**src/rtl/seq_divider_pkg.sv**
```systemverilog
// -----------------------------------------------------------------------------
// seq_divider_pkg
// Shared definitions for the sequential restoring divider: default widths and
// the control FSM state encoding. Imported by the datapath and the top level.
// -----------------------------------------------------------------------------
package seq_divider_pkg;

  // Default operand width and iteration counter width (2**CNT_W > WIDTH).
  localparam int DEF_WIDTH = 32;
  localparam int DEF_CNT_W = 6;

  // Control FSM states.
  typedef enum logic [1:0] {
    ST_IDLE = 2'd0,
    ST_CALC = 2'd1,
    ST_DONE = 2'd2
  } state_e;

endpackage

```
**src/rtl/seq_divider_datapath.sv**
```systemverilog
// -----------------------------------------------------------------------------
// seq_divider_datapath
// Datapath of the restoring divider: partial remainder / quotient shift
// registers, latched divisor, trial subtractor, iteration counter and the
// result registers presented on the block outputs.
//
// Ports:
//   clk_i        system clock
//   rst_i        synchronous active-high reset (clears all registers)
//   load_i       accept an operation with a non-zero divisor
//   load_dz_i    accept an operation with a zero divisor (writes results now)
//   shift_sub_i  perform one shift / trial-subtract step
//   write_i      copy this step's quotient/remainder into the result registers
//   dividend_i   numerator operand
//   divisor_i    denominator operand
//   last_iter_o  the current step is the final one (counter == WIDTH-1)
//   quotient_o   result quotient
//   remainder_o  result remainder
// -----------------------------------------------------------------------------
module seq_divider_datapath
  import seq_divider_pkg::*;
#(
  parameter int WIDTH = DEF_WIDTH,
  parameter int CNT_W = DEF_CNT_W
) (
  input  logic             clk_i,
  input  logic             rst_i,
  input  logic             load_i,
  input  logic             load_dz_i,
  input  logic             shift_sub_i,
  input  logic             write_i,
  input  logic [WIDTH-1:0] dividend_i,
  input  logic [WIDTH-1:0] divisor_i,
  output logic             last_iter_o,
  output logic [WIDTH-1:0] quotient_o,
  output logic [WIDTH-1:0] remainder_o
);

  logic [WIDTH:0]   rem_q, rem_d;
  logic [WIDTH-1:0] quo_q, quo_d;
  logic [WIDTH-1:0] dvs_q, dvs_d;
  logic [CNT_W-1:0] cnt_q, cnt_d;
  logic [WIDTH-1:0] qres_q, qres_d;
  logic [WIDTH-1:0] rres_q, rres_d;

  logic [WIDTH:0]   rem_shift;
  logic [WIDTH:0]   trial;
  logic             fits;
  logic [WIDTH:0]   rem_step;
  logic [WIDTH-1:0] quo_step;

  // One restoring step: shift the quotient MSB into the remainder, try to
  // subtract the divisor, keep the difference only if it did not borrow.
  always_comb begin
    rem_shift = {rem_q[WIDTH-1:0], quo_q[WIDTH-1]};
    trial     = rem_shift - {1'b0, dvs_q};
    // A set remainder MSB would mean the shifted value exceeds any divisor;
    // the partial remainder stays below the divisor so this never occurs,
    // but folding it in keeps the step correct on its own terms.
    fits      = ~trial[WIDTH] | rem_q[WIDTH];
    if (fits) begin
      rem_step = trial;
      quo_step = {quo_q[WIDTH-2:0], 1'b1};
    end else begin
      rem_step = rem_shift;
      quo_step = {quo_q[WIDTH-2:0], 1'b0};
    end
  end

  always_comb begin
    rem_d  = rem_q;
    quo_d  = quo_q;
    dvs_d  = dvs_q;
    cnt_d  = cnt_q;
    qres_d = qres_q;
    rres_d = rres_q;

    if (load_i) begin
      rem_d = '0;
      quo_d = dividend_i;
      dvs_d = divisor_i;
      cnt_d = '0;
    end else if (shift_sub_i) begin
      rem_d = rem_step;
      quo_d = quo_step;
      cnt_d = cnt_q + CNT_W'(1);
    end

    // Results are taken from the final step's outputs so they are valid on
    // the same edge that enters DONE.
    if (write_i) begin
      qres_d = quo_step;
      rres_d = rem_step[WIDTH-1:0];
    end

    // Divide by zero: all-ones quotient, dividend passed through as remainder.
    if (load_dz_i) begin
      dvs_d  = divisor_i;
      qres_d = '1;
      rres_d = dividend_i;
    end
  end

  always_ff @(posedge clk_i) begin
    if (rst_i) begin
      rem_q  <= '0;
      quo_q  <= '0;
      dvs_q  <= '0;
      cnt_q  <= '0;
      qres_q <= '0;
      rres_q <= '0;
    end else begin
      rem_q  <= rem_d;
      quo_q  <= quo_d;
      dvs_q  <= dvs_d;
      cnt_q  <= cnt_d;
      qres_q <= qres_d;
      rres_q <= rres_d;
    end
  end

  assign last_iter_o = (cnt_q == CNT_W'(WIDTH - 1));
  assign quotient_o  = qres_q;
  assign remainder_o = rres_q;

endmodule

```
**src/rtl/seq_divider.sv**
```systemverilog
// -----------------------------------------------------------------------------
// seq_divider
// Unsigned multi-cycle restoring divider, one quotient bit per clock. Holds
// the control FSM (IDLE -> CALC -> DONE) and drives seq_divider_datapath.
// The start/busy/done handshake matches the sequential multiplier sharing the
// same ALU slot.
//
// Ports:
//   clk          system clock, all state updates on rising edge
//   rst          synchronous active-high reset, aborts any operation
//   start        request, sampled only in IDLE
//   dividend     numerator, latched on an accepted start
//   divisor      denominator, latched on an accepted start
//   busy         high in CALC and DONE
//   done         one-cycle pulse when results are valid
//   div_by_zero  set with done for a zero divisor, cleared on next accept
//   quotient     result quotient, held until the next result
//   remainder    result remainder, held until the next result
// -----------------------------------------------------------------------------
module seq_divider
  import seq_divider_pkg::*;
#(
  parameter int WIDTH = DEF_WIDTH,
  parameter int CNT_W = DEF_CNT_W
) (
  input  logic             clk,
  input  logic             rst,
  input  logic             start,
  input  logic [WIDTH-1:0] dividend,
  input  logic [WIDTH-1:0] divisor,
  output logic             busy,
  output logic             done,
  output logic             div_by_zero,
  output logic [WIDTH-1:0] quotient,
  output logic [WIDTH-1:0] remainder
);

  state_e state_q, state_d;
  logic   dbz_q, dbz_d;

  logic   load;
  logic   load_dz;
  logic   shift_sub;
  logic   write;
  logic   last_iter;
  logic   divisor_zero;

  assign divisor_zero = (divisor == '0);

  always_comb begin
    state_d   = state_q;
    dbz_d     = dbz_q;
    load      = 1'b0;
    load_dz   = 1'b0;
    shift_sub = 1'b0;
    write     = 1'b0;

    case (state_q)
      ST_IDLE: begin
        if (start) begin
          if (divisor_zero) begin
            // Result is known immediately; skip the iteration phase.
            load_dz = 1'b1;
            dbz_d   = 1'b1;
            state_d = ST_DONE;
          end else begin
            load    = 1'b1;
            dbz_d   = 1'b0;
            state_d = ST_CALC;
          end
        end
      end
      ST_CALC: begin
        shift_sub = 1'b1;
        if (last_iter) begin
          write   = 1'b1;
          state_d = ST_DONE;
        end
      end
      ST_DONE: begin
        state_d = ST_IDLE;
      end
      default: begin
        state_d = ST_IDLE;
      end
    endcase
  end

  always_ff @(posedge clk) begin
    if (rst) begin
      state_q <= ST_IDLE;
      dbz_q   <= 1'b0;
    end else begin
      state_q <= state_d;
      dbz_q   <= dbz_d;
    end
  end

  assign busy        = (state_q != ST_IDLE);
  assign done        = (state_q == ST_DONE);
  assign div_by_zero = dbz_q;

  seq_divider_datapath #(
    .WIDTH (WIDTH),
    .CNT_W (CNT_W)
  ) u_datapath (
    .clk_i       (clk),
    .rst_i       (rst),
    .load_i      (load),
    .load_dz_i   (load_dz),
    .shift_sub_i (shift_sub),
    .write_i     (write),
    .dividend_i  (dividend),
    .divisor_i   (divisor),
    .last_iter_o (last_iter),
    .quotient_o  (quotient),
    .remainder_o (remainder)
  );

endmodule

```
**config.mk**
```make
export PLATFORM = sky130hd
export DESIGN_NAME = seq_divider
export DESIGN_NICKNAME = d
export VERILOG_FILES = /design/src/rtl/seq_divider_pkg.sv /design/src/rtl/seq_divider_datapath.sv /design/src/rtl/seq_divider.sv
export SDC_FILE = /design/constraint.sdc
export NUM_CORES = 1
export LEC_CHECK = 0
export CAP_MARGIN = 10
export CORE_MARGIN = 10
export CORE_UTILIZATION = 40
export CTS_BUF_LIST = sky130_fd_sc_hd__clkbuf_2 sky130_fd_sc_hd__clkbuf_4 sky130_fd_sc_hd__clkbuf_8
export DETAILED_ROUTE_END_ITERATION = 8
export GPL_TIMING_DRIVEN = 0
export PLACE_DENSITY = 0.69
export SLEW_MARGIN = 20
export SYNTH_ARGS = -nofsm -noshare
export SYNTH_HDL_FRONTEND = slang
export SYNTH_HIERARCHICAL = 1
export SYNTH_SLANG_ARGS = --single-unit
```
**constraint.sdc**
```tcl
create_clock -name clk -period 3.2 [get_ports clk]
set_input_delay 0.64 -clock clk [delete_from_list [all_inputs] [get_ports clk]]
set_output_delay 0.64 -clock clk [all_outputs]
set_load 0.01 [all_outputs]
```
Yosys cells after proc, flatten, opt, wreduce, memory -nomap -nowiden
Index checks and enable logic that the tools add are counted.
- mux-type cells: 23
- eq/ne operators: 5
- add/subtract/negate cells: 2
- bitwise logic cells: 2
- reductions and logical operators: 9
- operator list (kind ; number):
    $mux 32 ; 8
    $mux 33 ; 1
    $sub 33x32->33 ; 1
    $logic_not 32->1 ; 1
    $mux 1 ; 10
    $reduce_bool 2->1 ; 4
    $add 6x1->6 const B ; 1
    $eq 6x5->1 const B ; 1
    $mux 2 ; 3
    $ne 2x2->1 const B ; 2
    $pmux 2 s2 ; 1
    $reduce_and 2->1 ; 2
    $eq 2x1->1 const B ; 1
    $eq 2x2->1 const B ; 1
    $logic_not 2->1 ; 1
    $reduce_or 2->1 ; 1
    $not 1->1 ; 1
    $or 1x1->1 ; 1
- register bits: 170
- output and inout port bits: 67
- input bits: 67
- word-level logic and storage cells: 49

Longest topological paths before layout
- depth in word-level cells: 6
- gate-level depth with buffers: 14
- depth with buffers taken out: 12

Cells and area by module
Netlist, hierarchy kept.
- by module, submodules not included (module ; cells each ; seq. area each (um^2) ; area each (um^2) ; instances):
    seq_divider_datapath ; 1102 ; 3343.2 ; 8836.0 ; 1
    seq_divider ; 28 ; 60.1 ; 236.5 ; 1

Worst setup path before layout
Ideal clock, no wire load.
- path kind: register to register
- start: register u_datapath.quo_q[31]
- end: register u_datapath.rres_q[6], in the netlist u_datapath/remainder_o[6]
- cell stages (with the launch flop): 14
- path buffers: 1
- required time: 3.084 ns
- clock period less this slack: 3.034 ns
- setup slack: 0.166 ns
- data arrival time: 2.918 ns
- library setup time: 0.116 ns
- path through: dfxtp_1 -> inv_1 -> ha_1 -> fa_1 -> nand2b_1 -> a21oi_1 -> o21ai_1 -> a311o_1 -> a31o_2 -> mux2i_4 -> buf_4 -> mux2i_1 -> a21oi_1 -> a31o_2
- longest elaborated chain between the ends: 6
- ends and longest elaborated chain (item ; line ; source):
    from (decl) ; seq_divider_datapath.sv:40 ; logic [WIDTH-1:0] quo_q, quo_d;
    from (signal assigned) ; seq_divider_datapath.sv:114 ; quo_q <= quo_d;
    $sub 33x32->33 (*) ; seq_divider_datapath.sv:56 ; trial = rem_shift - {1'b0, dvs_q};
    $not 1->1 ; seq_divider_datapath.sv:60 ; fits = ~trial[WIDTH] | rem_q[WIDTH];
    $or 1x1->1 ; seq_divider_datapath.sv:60 ;
    $mux 33 (*) ; seq_divider_datapath.sv:61 ; if (fits) begin
    $mux 32 (*) ; seq_divider_datapath.sv:91 ; if (write_i) begin
    $mux 32 (*) ; seq_divider_datapath.sv:97 ; if (load_dz_i) begin
    to (signal assigned) ; seq_divider_datapath.sv:118 ; rres_q <= rres_d;
    to (decl) ; seq_divider_datapath.sv:44 ; logic [WIDTH-1:0] rres_q, rres_d;
Mark *: on every way between the ends. The rest lies on a longest branch, timed or not. The select of a mux whose other input is x is not followed.
A chain may end at the register's enable or synchronous reset.

Worst setup path in the final report
- start: register u_datapath.quo_q[31]
- end: register u_datapath.rres_q[5], in the netlist u_datapath/remainder_o[5]
Same word-level chain as after synthesis.

==> out/metrics.csv <==
metric,value,unit
run_status,"finished, violations left",
failed_checks,setup timing,
detailroute.via_count,8780,
cts_max_level,4,
power_leakage,4.42,nW
synth.yosys.seq_area_share,0.375,
dominant_combinational_cell_family_by_area_after_synthesis,compound AO/OA/AOI/OAI gates,
yosys_warnings,6,
final_critical_period,3.26,ns
totalWireLength,30.1,mm
finClkSkew,0.0207,ns
post_synth_inst_count,1130,
placed_area,0.0108,mm2
slew_headroom,0.464,
crit_arrival,3.63,ns
clock_insertion_delay_worst_skew,0.47,ns
timing.critical_path.fanout_max,5,
grt_start_max_net_pins,19,
fp.dieH,171,um
final-setup-viol-count,16,
cts_hold_repair.buffers,0,
remaining_drc_errors,0,
p_total,6.67,mW
post_layout_nonfiller_instances,1599,
dp_cells,1548,
layout.area.seq,0.00341,mm2
numClockSinks,170,
fillers,2084,
post_synth_xor_area_fraction,0.0299,
rows,55,
pwr_density,560,mW/mm2
cp-start-kind,flip-flop,
synthTopCellsByArea,"dfxtp_1 38%, a21oi_1 7.1%, nor2_1 6.5%",
synth_edf_count,0,
synthDistinctLibCells,63,
final_layout_net_count,1402,
post-place-ws,-0.673,ns
whs,0.459,ns
buffers_on_ports,133,
timing.final.hold_violations,0,
tritoncts,yes,
starting_density_of_the_core,0.403,
max_vdd_drop,0.296,mV
post_drt_wl_per_cell,18.8,um
synth_compound_area_frac,0.230,
hold_path_class,flip-flop to flip-flop,
die_w,171,um
ys_ff_latch,170,
ant_nets,0,
clock_tree.root_cell,clkbuf_8,
layout-drive-gt1-share,0.133,
critical_path_class,flip-flop to flip-flop,
synth_top_cells_by_count,"170 x dfxtp_1, 156 x nor2_1, 129 x a21oi_1",
layout-area-overhead-vs-synth,31.2,%
grt_antenna_before_repair,0,
clock_tree.buffer_depth,2,
setup-tns-final,-0.357,ns
postLayoutSetupSlackWorst,-0.0551,ns
synthSimpleGateAreaFrac,0.194,
drt-initial-drc-count,757,
synth_nets,1231,
synth.mux.area_fraction,0.0681,
detailed_place_hpwl,22.6,mm
critical_path.endpoint_type,flip-flop,
max_slew.worst_pin.slew,0.804,ns
post_synth_fa_ha_maj_area_fraction,0.0477,
fp.dieArea,0.0291,mm2
yosysMostFrequentCell,dfxtp_1,
path_clk_slew,0.10,ns
area_of_combinational_cells_with_multiple_inputs,0.00570,mm2
route.detailed.vias_per_inst,5.49,
area_of_the_mapped_netlist,0.00907,mm2
gp_routability_congestion,0.872,
numCtsBuffers,17,
dr.pass1.iters,5,
grt_first_pass_wirelength,46.8,mm
number_of_global_route_vias_before_repair,8670,
rsz0062_at_grt,yes,
synth_flop_cell,dfxtp_1,
report.final.slew_viol_count,0,
core_region_area,0.0225,mm2
fin_area,0.0119,mm2
final_core_utilization,0.529,
worst_ep_required_time,3.57,ns
max-cap-violations,0,
postSynthAreaPerCell,8.03,um2
gr-usage-all-layers,0.203,
synthArstFlopShare,0,
floorplan.io_pins,134,
remaining_global_route_overflow,0,
layout_worst_path_cycle_share,1.02,
diodes,0,
post-synth-top-area-cell,dfxtp_1,
netlist.area_leader.share,0.375,
max_freq,307,MHz
-- per-layer routing --
metal / wire [um] / GRT usage / vias up
met5: 0 / 0 / -
met4: 576 / 0.0606 / 0
met3: 2350 / 0.0532 / 31
met2: 13600 / 0.320 / 315
met1: 13600 / 0.267 / 4120
li1: - / - / 4314
-- power by group --
group          switching [mW]  internal, mW
clock                   0.918         0.582
sequential             0.0984          2.21
combinational            1.55          1.31
-- cells by family (layout without fill, tap and decap cells) --
kind of cell,Yosys count,count (layout)
AND/OR/NAND/NOR,380,380
flip-flops,170,170
AO/OA/AOI/OAI,330,330
XOR/XNOR,31,31
multiplexers,60,60
adder cells (fa/ha/maj),34,34
buffers and inverters,125,309
-- worst paths after layout --
check / from / depth (start not counted) / to / slack (ns)
worst max-delay path: u_datapath/quo_q[31] / 14 / u_datapath/remainder_o[5] / -0.06
worst max register to register: u_datapath/quo_q[31] / 14 / u_datapath/remainder_o[5] / -0.06
worst min-delay path: u_datapath/dvs_q[25] / 2 / u_datapath/dvs_q[25] / 0.46
worst min register to register: u_datapath/dvs_q[25] / 2 / u_datapath/dvs_q[25] / 0.46
-- cells in the final DEF (no fill, tap or decap), types with 9 or more instances in the layout --
| master | count |
|---|---|
| mux2i_4 | 19 |
| xor2_1 | 10 |
| clkdlybuf4s50_1 | 133 |
| buf_4 | 16 |
| nand4_1 | 9 |
| nor2_1 | 154 |
| o21ai_0 | 49 |
| a21oi_1 | 108 |
| ha_1 | 29 |
| clkbuf_8 | 17 |
| clkbuf_1 | 59 |
| a211oi_1 | 54 |
| a31o_2 | 20 |
| nor2b_1 | 43 |
| inv_1 | 48 |
| a21o_1 | 9 |
| nand2_1 | 106 |
| mux2i_1 | 33 |
| dfxtp_1 | 167 |
| a21oi_2 | 20 |
| xnor2_1 | 21 |
-- layout make-up --
cell class / instances / area share
multi-input combinational: 835 / 0.478
buffer: 71 / 0.0235
timing repair buffer: 156 / 0.134
sequential: 170 / 0.286
tap: 285 / 0.0299
clock inverter: 15 / 0.0123
clock buffer: 17 / 0.0197
inverter: 50 / 0.0160
-- critical path, stage by stage, from the launching register on --
cell and delay, ns:
dfxtp_2 0.37, inv_4 0.05, ha_4 0.16, fa_2 0.36
nand2b_4 0.17, a21oi_4 0.18, o21ai_2 0.10, a311o_1 0.38
a31o_4 0.27, mux2i_4 0.19, buf_6 0.17, buf_12 0.15
mux2i_4 0.27, a21oi_2 0.09, a31o_2 0.23
-- flip-flops by register name (all words and copies together) (netlist names) --
register / count
u_datapath/rem_q: 33
state_q: 2
u_datapath/cnt_q: 6
div_by_zero: 1
u_datapath/dvs_q: 32
u_datapath/quotient_o: 32
u_datapath/remainder_o: 32
u_datapath/quo_q: 32
-- what timing repair did --
action / in CTS / in global routing
setup endpoints to repair: 100 / 73
resized for setup: 72 / 64
cloned: 1 / 0
pin swaps: 9 / 21
buffers inserted: 13 / 9
Power figures use the tool's default switching activity.
